**config.mk**
```make
export PLATFORM = sky130hd
export DESIGN_NAME = mod12_load_ctrl_flat
export DESIGN_NICKNAME = d
export VERILOG_FILES = /design/src/rtl/mod12_load_ctrl_if.sv /design/src/rtl/mod12_load_ctrl.sv /design/src/flat_wrapper.sv
export SDC_FILE = /design/constraint.sdc
export NUM_CORES = 1
export LEC_CHECK = 0
export CAP_MARGIN = 20
export CELL_PAD_IN_SITES_DETAIL_PLACEMENT = 0
export CELL_PAD_IN_SITES_GLOBAL_PLACEMENT = 2
export CORE_MARGIN = 4
export CORE_UTILIZATION = 30
export DETAILED_ROUTE_END_ITERATION = 7
export GPL_TIMING_DRIVEN = 0
export PLACE_DENSITY = 0.79
export SYNTH_ARGS = -nofsm -noshare
export SYNTH_HDL_FRONTEND = slang
export SYNTH_SLANG_ARGS = --single-unit
```
**constraint.sdc**
```tcl
create_clock -name clk -period 3.5 [get_ports clk]
set_input_delay 0.525 -clock clk [delete_from_list [all_inputs] [get_ports clk]]
set_output_delay 0.525 -clock clk [all_outputs]
set_load 0.1 [all_outputs]
```
**src/rtl/mod12_load_ctrl_if.sv**
```systemverilog
// Preset-request handshake between the two requesters and the mod-12 load controller.
// req is a level held with val stable until the controller answers with a one-cycle ack or err.
interface mod12_load_ctrl_if #(
   parameter int W = 4
);
   logic         req0;
   logic [W-1:0] val0;
   logic         ack0;
   logic         err0;
   logic         req1;
   logic [W-1:0] val1;
   logic         ack1;
   logic         err1;

   modport master (
      output req0, val0, req1, val1,
      input  ack0, err0, ack1, err1
   );

   modport slave (
      input  req0, val0, req1, val1,
      output ack0, err0, ack1, err1
   );
endinterface

```
**src/rtl/mod12_load_ctrl.sv**
```systemverilog
// Round-robin preset-load controller for a mod-12 counter with load readback
// verification and a saturating count of natural 11->0 wraps.
module mod12_load_ctrl #(
   parameter int MOD    = 12,
   parameter int W      = 4,
   parameter int WRAP_W = 8
) (
   input  logic              clk,
   input  logic              rst,
   mod12_load_ctrl_if.slave  rq,
   input  logic [W-1:0]      cnt_in,
   output logic              ld,
   output logic [W-1:0]      din,
   output logic              busy,
   output logic              last_grant,
   input  logic              wrap_clr,
   output logic [WRAP_W-1:0] wrap_cnt,
   output logic [1:0]        state_dbg
);

   typedef enum logic [1:0] {IDLE, LOAD, CHECK, RESP} state_t;

   localparam logic [W-1:0] MAX_VAL = W'(MOD - 1);

   state_t       state;
   logic         gnt;
   logic [W-1:0] prev_cnt;
   logic         ld_d;

   logic         pick;
   logic         any_req;
   logic [W-1:0] pick_val;
   logic         wrap;

   // On a tie the requester that was not granted last time wins.
   always_comb begin
      any_req  = rq.req0 | rq.req1;
      pick     = (rq.req0 && rq.req1) ? ~last_grant : rq.req1;
      pick_val = pick ? rq.val1 : rq.val0;
      wrap     = (prev_cnt == MAX_VAL) && (cnt_in == '0) && !ld_d;
   end

   assign state_dbg = state;

   always_ff @(posedge clk or negedge rst) begin
      if (!rst) begin
         state      <= IDLE;
         ld         <= 1'b0;
         din        <= '0;
         busy       <= 1'b0;
         last_grant <= 1'b1;
         gnt        <= 1'b0;
         rq.ack0    <= 1'b0;
         rq.err0    <= 1'b0;
         rq.ack1    <= 1'b0;
         rq.err1    <= 1'b0;
      end else begin
         ld      <= 1'b0;
         rq.ack0 <= 1'b0;
         rq.err0 <= 1'b0;
         rq.ack1 <= 1'b0;
         rq.err1 <= 1'b0;
         case (state)
            IDLE: begin
               if (any_req) begin
                  gnt        <= pick;
                  last_grant <= pick;
                  busy       <= 1'b1;
                  if (pick_val <= MAX_VAL) begin
                     din   <= pick_val;
                     ld    <= 1'b1;
                     state <= LOAD;
                  end else begin
                     // Out-of-range values never touch the counter.
                     state <= RESP;
                     if (pick) rq.err1 <= 1'b1;
                     else      rq.err0 <= 1'b1;
                  end
               end
            end
            LOAD: begin
               state <= CHECK;
            end
            CHECK: begin
               state <= RESP;
               if (cnt_in == din) begin
                  if (gnt) rq.ack1 <= 1'b1;
                  else     rq.ack0 <= 1'b1;
               end else begin
                  if (gnt) rq.err1 <= 1'b1;
                  else     rq.err0 <= 1'b1;
               end
            end
            RESP: begin
               state <= IDLE;
               busy  <= 1'b0;
            end
            default: begin
               state <= IDLE;
               busy  <= 1'b0;
            end
         endcase
      end
   end

   // ld_d masks the 11->0 step that a load into 0 would otherwise look like.
   always_ff @(posedge clk or negedge rst) begin
      if (!rst) begin
         prev_cnt <= '0;
         ld_d     <= 1'b0;
         wrap_cnt <= '0;
      end else begin
         prev_cnt <= cnt_in;
         ld_d     <= ld;
         if (wrap_clr) begin
            wrap_cnt <= '0;
         end else if (wrap && (wrap_cnt != '1)) begin
            wrap_cnt <= wrap_cnt + 1'b1;
         end
      end
   end

endmodule

```
**src/flat_wrapper.sv**
```systemverilog
// flat-port wrapper written by rule: the top's interface ports become plain ports
module mod12_load_ctrl_flat 
#(
   parameter int MOD    = 12,
   parameter int W      = 4,
   parameter int WRAP_W = 8
)
  (clk, rst, cnt_in, ld, din, busy, last_grant, wrap_clr, wrap_cnt, state_dbg, rq_req0, rq_val0, rq_req1, rq_val1, rq_ack0, rq_err0, rq_ack1, rq_err1);
  mod12_load_ctrl_if #(.W(W)) rq_i ();
  input  logic clk;
  input  logic rst;
  input  logic [W-1:0] cnt_in;
  output logic ld;
  output logic [W-1:0] din;
  output logic busy;
  output logic last_grant;
  input  logic wrap_clr;
  output logic [WRAP_W-1:0] wrap_cnt;
  output logic [1:0] state_dbg;
  input wire logic [$bits(rq_i.req0)-1:0] rq_req0;
  input wire logic [$bits(rq_i.val0)-1:0] rq_val0;
  input wire logic [$bits(rq_i.req1)-1:0] rq_req1;
  input wire logic [$bits(rq_i.val1)-1:0] rq_val1;
  output wire logic [$bits(rq_i.ack0)-1:0] rq_ack0;
  output wire logic [$bits(rq_i.err0)-1:0] rq_err0;
  output wire logic [$bits(rq_i.ack1)-1:0] rq_ack1;
  output wire logic [$bits(rq_i.err1)-1:0] rq_err1;
  assign rq_i.req0 = rq_req0;
  assign rq_i.val0 = rq_val0;
  assign rq_i.req1 = rq_req1;
  assign rq_i.val1 = rq_val1;
  assign rq_ack0 = rq_i.ack0;
  assign rq_err0 = rq_i.err0;
  assign rq_ack1 = rq_i.ack1;
  assign rq_err1 = rq_i.err1;
  mod12_load_ctrl #(.MOD(MOD), .W(W), .WRAP_W(WRAP_W)) u_core (.clk(clk), .rst(rst), .rq(rq_i), .cnt_in(cnt_in), .ld(ld), .din(din), .busy(busy), .last_grant(last_grant), .wrap_clr(wrap_clr), .wrap_cnt(wrap_cnt), .state_dbg(state_dbg));
endmodule
```
# Word-level counts from Yosys, hierarchy flattened
# Index checks and enable logic that the tools add are counted.
# Widths: inputs -> output; s select.
# totals
regBits	27
input_bits	17
out_inout_bits	21
# classes
add_sub_neg	1
order_cmp	1
eq_ne	7
n_mux	28
bitwise	2
reduce_logical	12
# op_table
op	n
$mux 1	19
$mux 8	2
$add 8x1->8 const B	1
$ne 8x8->1 const B	1
$pmux 2 s4	1
$pmux 1 s2	3
$eq 2x2->1 const B	2
$eq 4x4->1	1
$eq 4x4->1 const B	1
$le 4x4->1 const B	1
$logic_and 1x1->1	4
$logic_not 4->1	1
$mux 2	2
$mux 4	1
$reduce_and 2->1	2
$reduce_bool 2->1	2
$reduce_and 3->1	1
$eq 2x1->1 const B	1
$logic_not 2->1	1
$ne 2x1->1 const B	1
$logic_not 1->1	1
$not 1->1	1
$or 1x1->1	1

# Longest topological paths before layout
# Gate-level depths: netlist of run 1.
# depth
word_depth	7
ltp_mapped	7
mapped_depth_nobuf	6

# Worst setup path after synthesis of run 1
# OpenSTA, ideal clock, no wires.
# synth_path
path_kind	flip-flop to flip-flop
start	register u_core.state[0] (netlist: u_core.state_dbg[0])
end	register u_core.din[0]
setup_ps	126
t_arrival_ps	2256
required_ps	3374
path_slack_ps	1119
path_stages_with_launch	8
n_path_buf	1
period_less_slack_ps	2381
path_cell_list	dfrtp_1 -> inv_1 -> ha_1 -> clkbuf_1 -> nor2b_1 -> a32oi_1 -> nand2_1 -> mux2_2
# synth_via
elab_chain_len	2
# synth_lines
item	line	source
start: declaration	mod12_load_ctrl.sv:25	state_t state;
start signal: assignment	mod12_load_ctrl.sv:47	state <= IDLE;
start signal: assignment	mod12_load_ctrl.sv:72	state <= LOAD;
start signal: assignment	mod12_load_ctrl.sv:75	state <= RESP;
$logic_not 2->1	mod12_load_ctrl.sv:63	case (state)
$reduce_and 3->1 (no line)	--	
end signal: assignment	mod12_load_ctrl.sv:70	din <= pick_val;
end: declaration	mod12_load_ctrl.sv:13	output logic [W-1:0] din,
# No other way between the ends.
# A chain may end at the register's enable or synchronous reset.

# Final worst setup path of run 1
# layout_path
start	register u_core.last_grant
end	output port last_grant
# layout_rtl
item	line	source
start: declaration	mod12_load_ctrl.sv:15	output logic last_grant,
start signal: assignment	mod12_load_ctrl.sv:67	last_grant <= pick;
end: declaration	flat_wrapper.sv:16	output logic last_grant;
# No word-level cell between the ends.

==> results of run 1 <==
==> state kept, by name, summed over array words and instances, names as in the netlist, 2 cells and up <==
| name | count |
|---|---|
| u_core.din | 4 |
| u_core.prev_cnt | 4 |
| u_core.state_dbg | 2 |
| u_core.wrap_cnt | 8 |
==> stage by stage <==
| stage | hold WS (ns) | power [W] | instance area, um^2 | util, % | instances |
|---|---|---|---|---|---|
| after CTS | 0.3921 | 0.001511 | 1785 | 43.69 | 212 |
| after global placement | 0.3600 | 0.001311 | 1712 | 41.89 | 207 |
| after detailed placement | 0.3689 | 0.001327 | 1739 | 42.56 | 208 |
| after floorplan | 0.2294 | 0.001110 | 1289 | - | 121 |
| final | 0.3854 | 0.001487 | 1785 | 43.69 | 212 |
| after global routing | 0.4059 | 0.001578 | 1785 | 43.69 | 212 |
==> layout by cell type, fill, tap and decap left out, types with 2 or more instances in the layout <==
cell,instances
nand4_1,3
o31ai_1,3
o21ai_0,6
or3_1,4
o22ai_1,2
a21boi_0,2
clkdlybuf4s50_1,36
nor3_1,2
nor2_1,6
dfrtp_1,26
ha_1,4
nand2b_1,2
a21oi_1,8
nand3_1,5
or4_1,2
inv_1,6
nand2_1,8
nor2b_1,5
a31oi_1,2
mux2_2,4
a32oi_1,2
xnor2_1,4
clkbuf_8,3
==> logic make-up (layout without fill, tap and decap cells) <==
group | Yosys count | count (layout) | synth area share (%)
AO/OA/AOI/OAI | 29 | 29 | 14.47
XOR/XNOR | 4 | 4 | 2.718
adder cells (fa/ha/maj) | 4 | 4 | 3.884
buffers and inverters | 9 | 50 | 2.717
flip-flops | 27 | 27 | 52.52
multiplexers | 5 | 5 | 4.272
AND/OR/NAND/NOR | 43 | 43 | 19.42
==> power breakdown <==
group	internal (W)	switching, W	leakage, nW
Clock	0.0000796	0.0000951	0.0255
Combinational	0.000232	0.000628	0.350
Sequential	0.000394	0.0000587	0.344
Total	0.000706	0.000781	0.720
==> per-layer routing <==
metal / GRT usage (%) / up-vias / routed length, um
met4: 3.018 / 0 / 19
li1: - / 516 / -
met2: 18.90 / 34 / 1358
met3: 2.873 / 2 / 193
met1: 15.74 / 507 / 1298
met5: 0 / - / 0
==> path summary, 6_finish.rpt <==
check | endpoint | slack, ns | depth (start not counted)
max in group asynchronous | u_core.last_grant$_DFFE_PN1P_ | 2.40 | 2
hold reg to reg | u_core.ld_d$_DFF_PN0_ | 0.39 | 0
setup reg to reg | u_core.din[0]$_DFFE_PN0P_ | 1.57 | 7
min in group asynchronous | u_core.wrap_cnt[5]$_DFFE_PN0P_ | 0.56 | 1
hold / removal | u_core.ld_d$_DFF_PN0_ | 0.39 | 0
setup / recovery | last_grant | 0.99 | 1
==> worst register-to-register path, delay by kind of cell (launching register included) <==
kind	cells	cell delay (ns)
AND/OR/NAND/NOR	2	0.33
buffers and inverters	2	0.44
adder cells (fa/ha/maj)	1	0.21
AO/OA/AOI/OAI	1	0.09
multiplexers	1	0.34
flip-flops	1	0.41
==> cell type report <==
cell class,instances,area share (%)
Sequential cell,27,37.91
Multi-Input combinational cell,85,32.31
Timing Repair Buffer,37,21.72
Tap cell,50,3.504
Clock buffer,3,2.313
Inverter,6,1.261
Buffer,3,0.7008
Clock inverter,1,0.2803
==> impl_metrics.toml, run 1 <==
[critical_path]
startpoint_type = "flip-flop"
critPathTopFamily = "buffers and inverters"
worst_setup_path_startpoint = "u_core.last_grant$_DFFE_PN1P_"
crit_chain = "clkdlybuf4s50_1"
slowest_delay_ns = 1.14
critPathCaptureType = "output port"
crit_fanout = 5
cp.required_ns = 2.97
crit_buf_inv = 1
crit_type = "reg -> out"
r2r_start = "u_core.state_dbg[0]$_DFFE_PN0P_"
cp.arrival_ns = 1.98
cp_slowest_cell = "clkdlybuf4s50_1"

[yosys]
yosysTopAreaCell = "dfrtp_1"
yosys-top-cells-count = "26 x dfrtp_1, 8 x a21oi_1, 8 x nand2_1"
synthArstFlopShare_pct = 100.0
synth_cell_types = 36
synth_edf_count = 0
synth_area_leaders = "dfrtp_1 50%, ha_1 3.9%, mux2_2 3.5%"
synth-seq-area-share_pct = 52.52
netlist_area_mm2 = 0.001289
syn_area_per_cell_um2 = 10.65
ys_seq_elements = 27
ys_warn_count = 0
synth_cells = 121
yosysMostFrequentCell = "dfrtp_1"
yosysTopAreaCellShare_pct = 50.49
syn_nets = 142
synthFlopType = "dfrtp_1"

[power_and_ir_drop]
peakVddDrop_v = 0.0004957
power.density_mw_per_mm2 = 833.0
leakagePower_nw = 0.7196

[sta]
tightest_slew_ns = 0.9868
rsz0062_at_grt = "no"
finalCriticalPeriod_ns = 2.508
period_share_pct = 71.66
setup_tns_ns = 0
hold_viol = 0
relSlewSlack_pct = 34.01
slew_viol_final = 0
finalSetupViolations = 0
fin_skew_ns = 0.004763
layout_setup_ws_ns = 0.9921
clock.fmax_mhz = 398.7

[layout]
nNetsFinal = 184
fillers = 392
areaGrowthSynthToFinish_pct = 38.54
diodes = 0
drive_gt1_share_pct = 8.642
register_area_um2 = 676.9
multi_input_area_um2 = 576.8

[floorplanning]
fp-row-count = 23
core_area_mm2 = 0.004086
die_w_um = 73.54
dieHeight_um = 73.54
initial_core_util_pct = 31.54
dieArea_mm2 = 0.005408
io_pins = 38

[detailed_routing]
drtIter0Drc = 27
wirelength_um = 2869
ant_nets = 0
drc_errors = 0
dr.pass1.iters = 4
vias_per_cell = 4.995
via_count = 1059
wl_per_cell_um = 13.53

[clock_tree]
cts-htree-levels = 1
clk_pin_slew_ns = 0.09
clk_path_buf_depth = 2
root_buffer = "clkbuf_8"
cts_sinks = 27
tritoncts = "done"
cts_resized = 0
cts-buffers-inserted = 3
insertion_delay_ns = 0.27
cts_hold_buf = 0
cts_setup_buffers = 0

[hold_path]
hold_class = "reg -> reg"
worstHoldStart = "u_core.ld$_DFF_PN0_"

[outcome]
outcome = "complete, no violations"

[grt]
grt_max_degree = 22
antenna_found_initial = 0
grt_pass1_vias = 1113
grt_overflow = 0
track_usage_pct = 11.73
grt_pass1_wl_um = 5043

[place]
portBuffers = 36
gp_congestion = 0.7407
dp_hpwl_um = 2276
pre_cts_ws_ns = 1.219

[job]
maxCapViolCount = 0
(Power assumes the default switching activity.)
==> inputs of run 2 (changes only) <==
--- a/config.mk
+++ b/config.mk
@@ -9,10 +9,10 @@
 export CELL_PAD_IN_SITES_DETAIL_PLACEMENT = 0
 export CELL_PAD_IN_SITES_GLOBAL_PLACEMENT = 2
 export CORE_MARGIN = 4
-export CORE_UTILIZATION = 30
+export CORE_UTILIZATION = 28
 export DETAILED_ROUTE_END_ITERATION = 7
 export GPL_TIMING_DRIVEN = 0
-export PLACE_DENSITY = 0.79
+export PLACE_DENSITY = 0.74
 export SYNTH_ARGS = -nofsm -noshare
 export SYNTH_HDL_FRONTEND = slang
 export SYNTH_SLANG_ARGS = --single-unit
==> constraint.sdc (replaced) <==
create_clock -name clk -period 2.35 [get_ports clk]
set_input_delay 0.3525 -clock clk [delete_from_list [all_inputs] [get_ports clk]]
set_output_delay 0.3525 -clock clk [all_outputs]
set_load 0.1 [all_outputs]
==> impl_metrics.toml, run 2 (same netlist as run 1, synthesis figures left out) <==
[outcome]
outcome = "complete, no violations"

[sta]
clock.fmax_mhz = 445.2
rsz0062_at_grt = "no"
hold_viol = 0
finalSetupViolations = 0
fin_skew_ns = 0.001686
holdWs_ns = 0.3788
period_share_pct = 95.58
layout_setup_ws_ns = 0.1039
finalCriticalPeriod_ns = 2.246
relSlewSlack_pct = 34.91
tightest_slew_ns = 0.9734
slew_viol_final = 0
setup_tns_ns = 0

[detailed_routing]
wirelength_um = 2968
drc_errors = 0
vias_per_cell = 4.944
dr.pass1.iters = 4
drtIter0Drc = 33
wl_per_cell_um = 13.87
ant_nets = 0
via_count = 1058

[critical_path]
crit_chain = "clkdlybuf4s50_1"
cp_slowest_cell = "clkdlybuf4s50_1"
critPathCaptureType = "output port"
cp.arrival_ns = 1.89
critPathTopFamily = "buffers and inverters"
crit_fanout = 7
startpoint_type = "flip-flop"
crit_buf_inv = 1
slowest_delay_ns = 1.17
cp.required_ns = 2.00
crit_type = "reg -> out"

[grt]
grt_overflow = 0
grt_pass1_vias = 1073
antenna_found_initial = 0
grt_pass1_wl_um = 4988
track_usage_pct = 11.27
grt_max_degree = 16

[layout]
diodes = 0
fin_util_pct = 40.19
fillers = 424
design_area_mm2 = 0.001774
areaGrowthSynthToFinish_pct = 37.67
mostFrequentLayoutCell = "clkdlybuf4s50_1"
mostFrequentLayoutCells = "35 x clkdlybuf4s50_1, 25 x dfrtp_1, 8 x nand2_1, 8 x a21oi_1"
largest_reg_flops = 8
nNetsFinal = 184
top_regs = "u_core.wrap_cnt: 8 flops, u_core.din: 4 flops, u_core.prev_cnt: 4 flops"
regMostFlops = "u_core.wrap_cnt"
drive_gt1_share_pct = 8.642

[clock_tree]
root_buffer = "clkbuf_8"
clk_pin_slew_ns = 0.09
cts-htree-levels = 1
cts-buffers-inserted = 3
clk_path_buf_depth = 2
insertion_delay_ns = 0.27
tritoncts = "done"
cts_setup_buffers = 0
cts_sinks = 27

[power_and_ir_drop]
peakVddDrop_v = 0.0007658
power_frac_comb_pct = 57.5
leakagePower_nw = 0.7113
p_clk_share_pct = 11.9
sw_frac_of_total_pct = 52.72
power.density_mw_per_mm2 = 1249
p_sw_w = 0.001169
internal_power_w = 0.001048
seq_power_share_pct = 30.6

[place]
gp_congestion = 0.7406
dp_hpwl_um = 2333
dpl_cell_area_mm2 = 0.001730
pre_cts_ws_ns = 0.2552
portBuffers = 36

[job]
maxCapViolCount = 0

[floorplanning]
io_pins = 38
core_area_mm2 = 0.004414
dieHeight_um = 75.84
initial_core_util_pct = 29.20
fp-row-count = 24
dieArea_mm2 = 0.005752
die_w_um = 75.84

[hold_path]
hold_class = "reg -> reg"
==> run 2: power by group through the flow <==
stage | Sequential, W | Clock (W) | Combinational [W]
3_3_place_gp | 0.000687 | 0 | 0.00127
6_report | 0.000678 | 0.000265 | 0.00127
5_1_grt | 0.000703 | 0.000293 | 0.00134
4_1_cts | 0.000683 | 0.000281 | 0.00128
2_1_floorplan | 0.00136 | 0 | 0.000293
3_5_place_dp | 0.000691 | 0 | 0.00129
==> run 2: path summary, 6_finish.rpt <==
path | slack (ns) | endpoint | cells past startpoint | from
worst max-delay path | 0.10 | wrap_cnt[3] | 1 | u_core.wrap_cnt[3]$_DFFE_PN0P_
worst min-delay path | 0.38 | u_core.ld_d$_DFF_PN0_ | 0 | u_core.ld$_DFF_PN0_
worst max register to register | 0.38 | u_core.din[0]$_DFFE_PN0P_ | 7 | u_core.state_dbg[0]$_DFFE_PN0P_
worst min register to register | 0.38 | u_core.ld_d$_DFF_PN0_ | 0 | u_core.ld$_DFF_PN0_
max in group asynchronous | 1.27 | u_core.last_grant$_DFFE_PN1P_ | 2 | rst
min in group asynchronous | 0.47 | u_core.wrap_cnt[4]$_DFFE_PN0P_ | 1 | rst
==> run 2: per-stage QoR <==
stage          std cells  power [W]
4_1_cts              214   0.002249
3_3_place_gp         209   0.001962
2_1_floorplan        121   0.001655
3_5_place_dp         210   0.001978
5_1_grt              214   0.002334
6_report             214   0.002217
==> run 2: what timing repair did <==
action                                  4_1_cts  5_1_grt
endpoints found under the setup margin        1        0
gates resized for setup                       1        0
hold buffers                                  0        0
==> run 2: metal layers <==
layer / vias to the layer above / routed length, um / global-route usage [%]
met4: 0 / 13 / 2.913
met1: 496 / 1344 / 14.87
met5: - / 0 / 0
met2: 35 / 1424 / 18.44
li1: 525 / - / -
met3: 2 / 185 / 2.770
==> run 2: area by class of cell <==
class | count | area, um^2 | area share [%]
Sequential cell | 27 | 678.2 | 38.22
Multi-Input combinational cell | 85 | 576.8 | 32.51
Timing Repair Buffer | 37 | 374.1 | 21.09
Tap cell | 52 | 65.06 | 3.667
Clock buffer | 4 | 45.04 | 2.539
Inverter | 6 | 22.52 | 1.269
Buffer | 3 | 12.51 | 0.7052
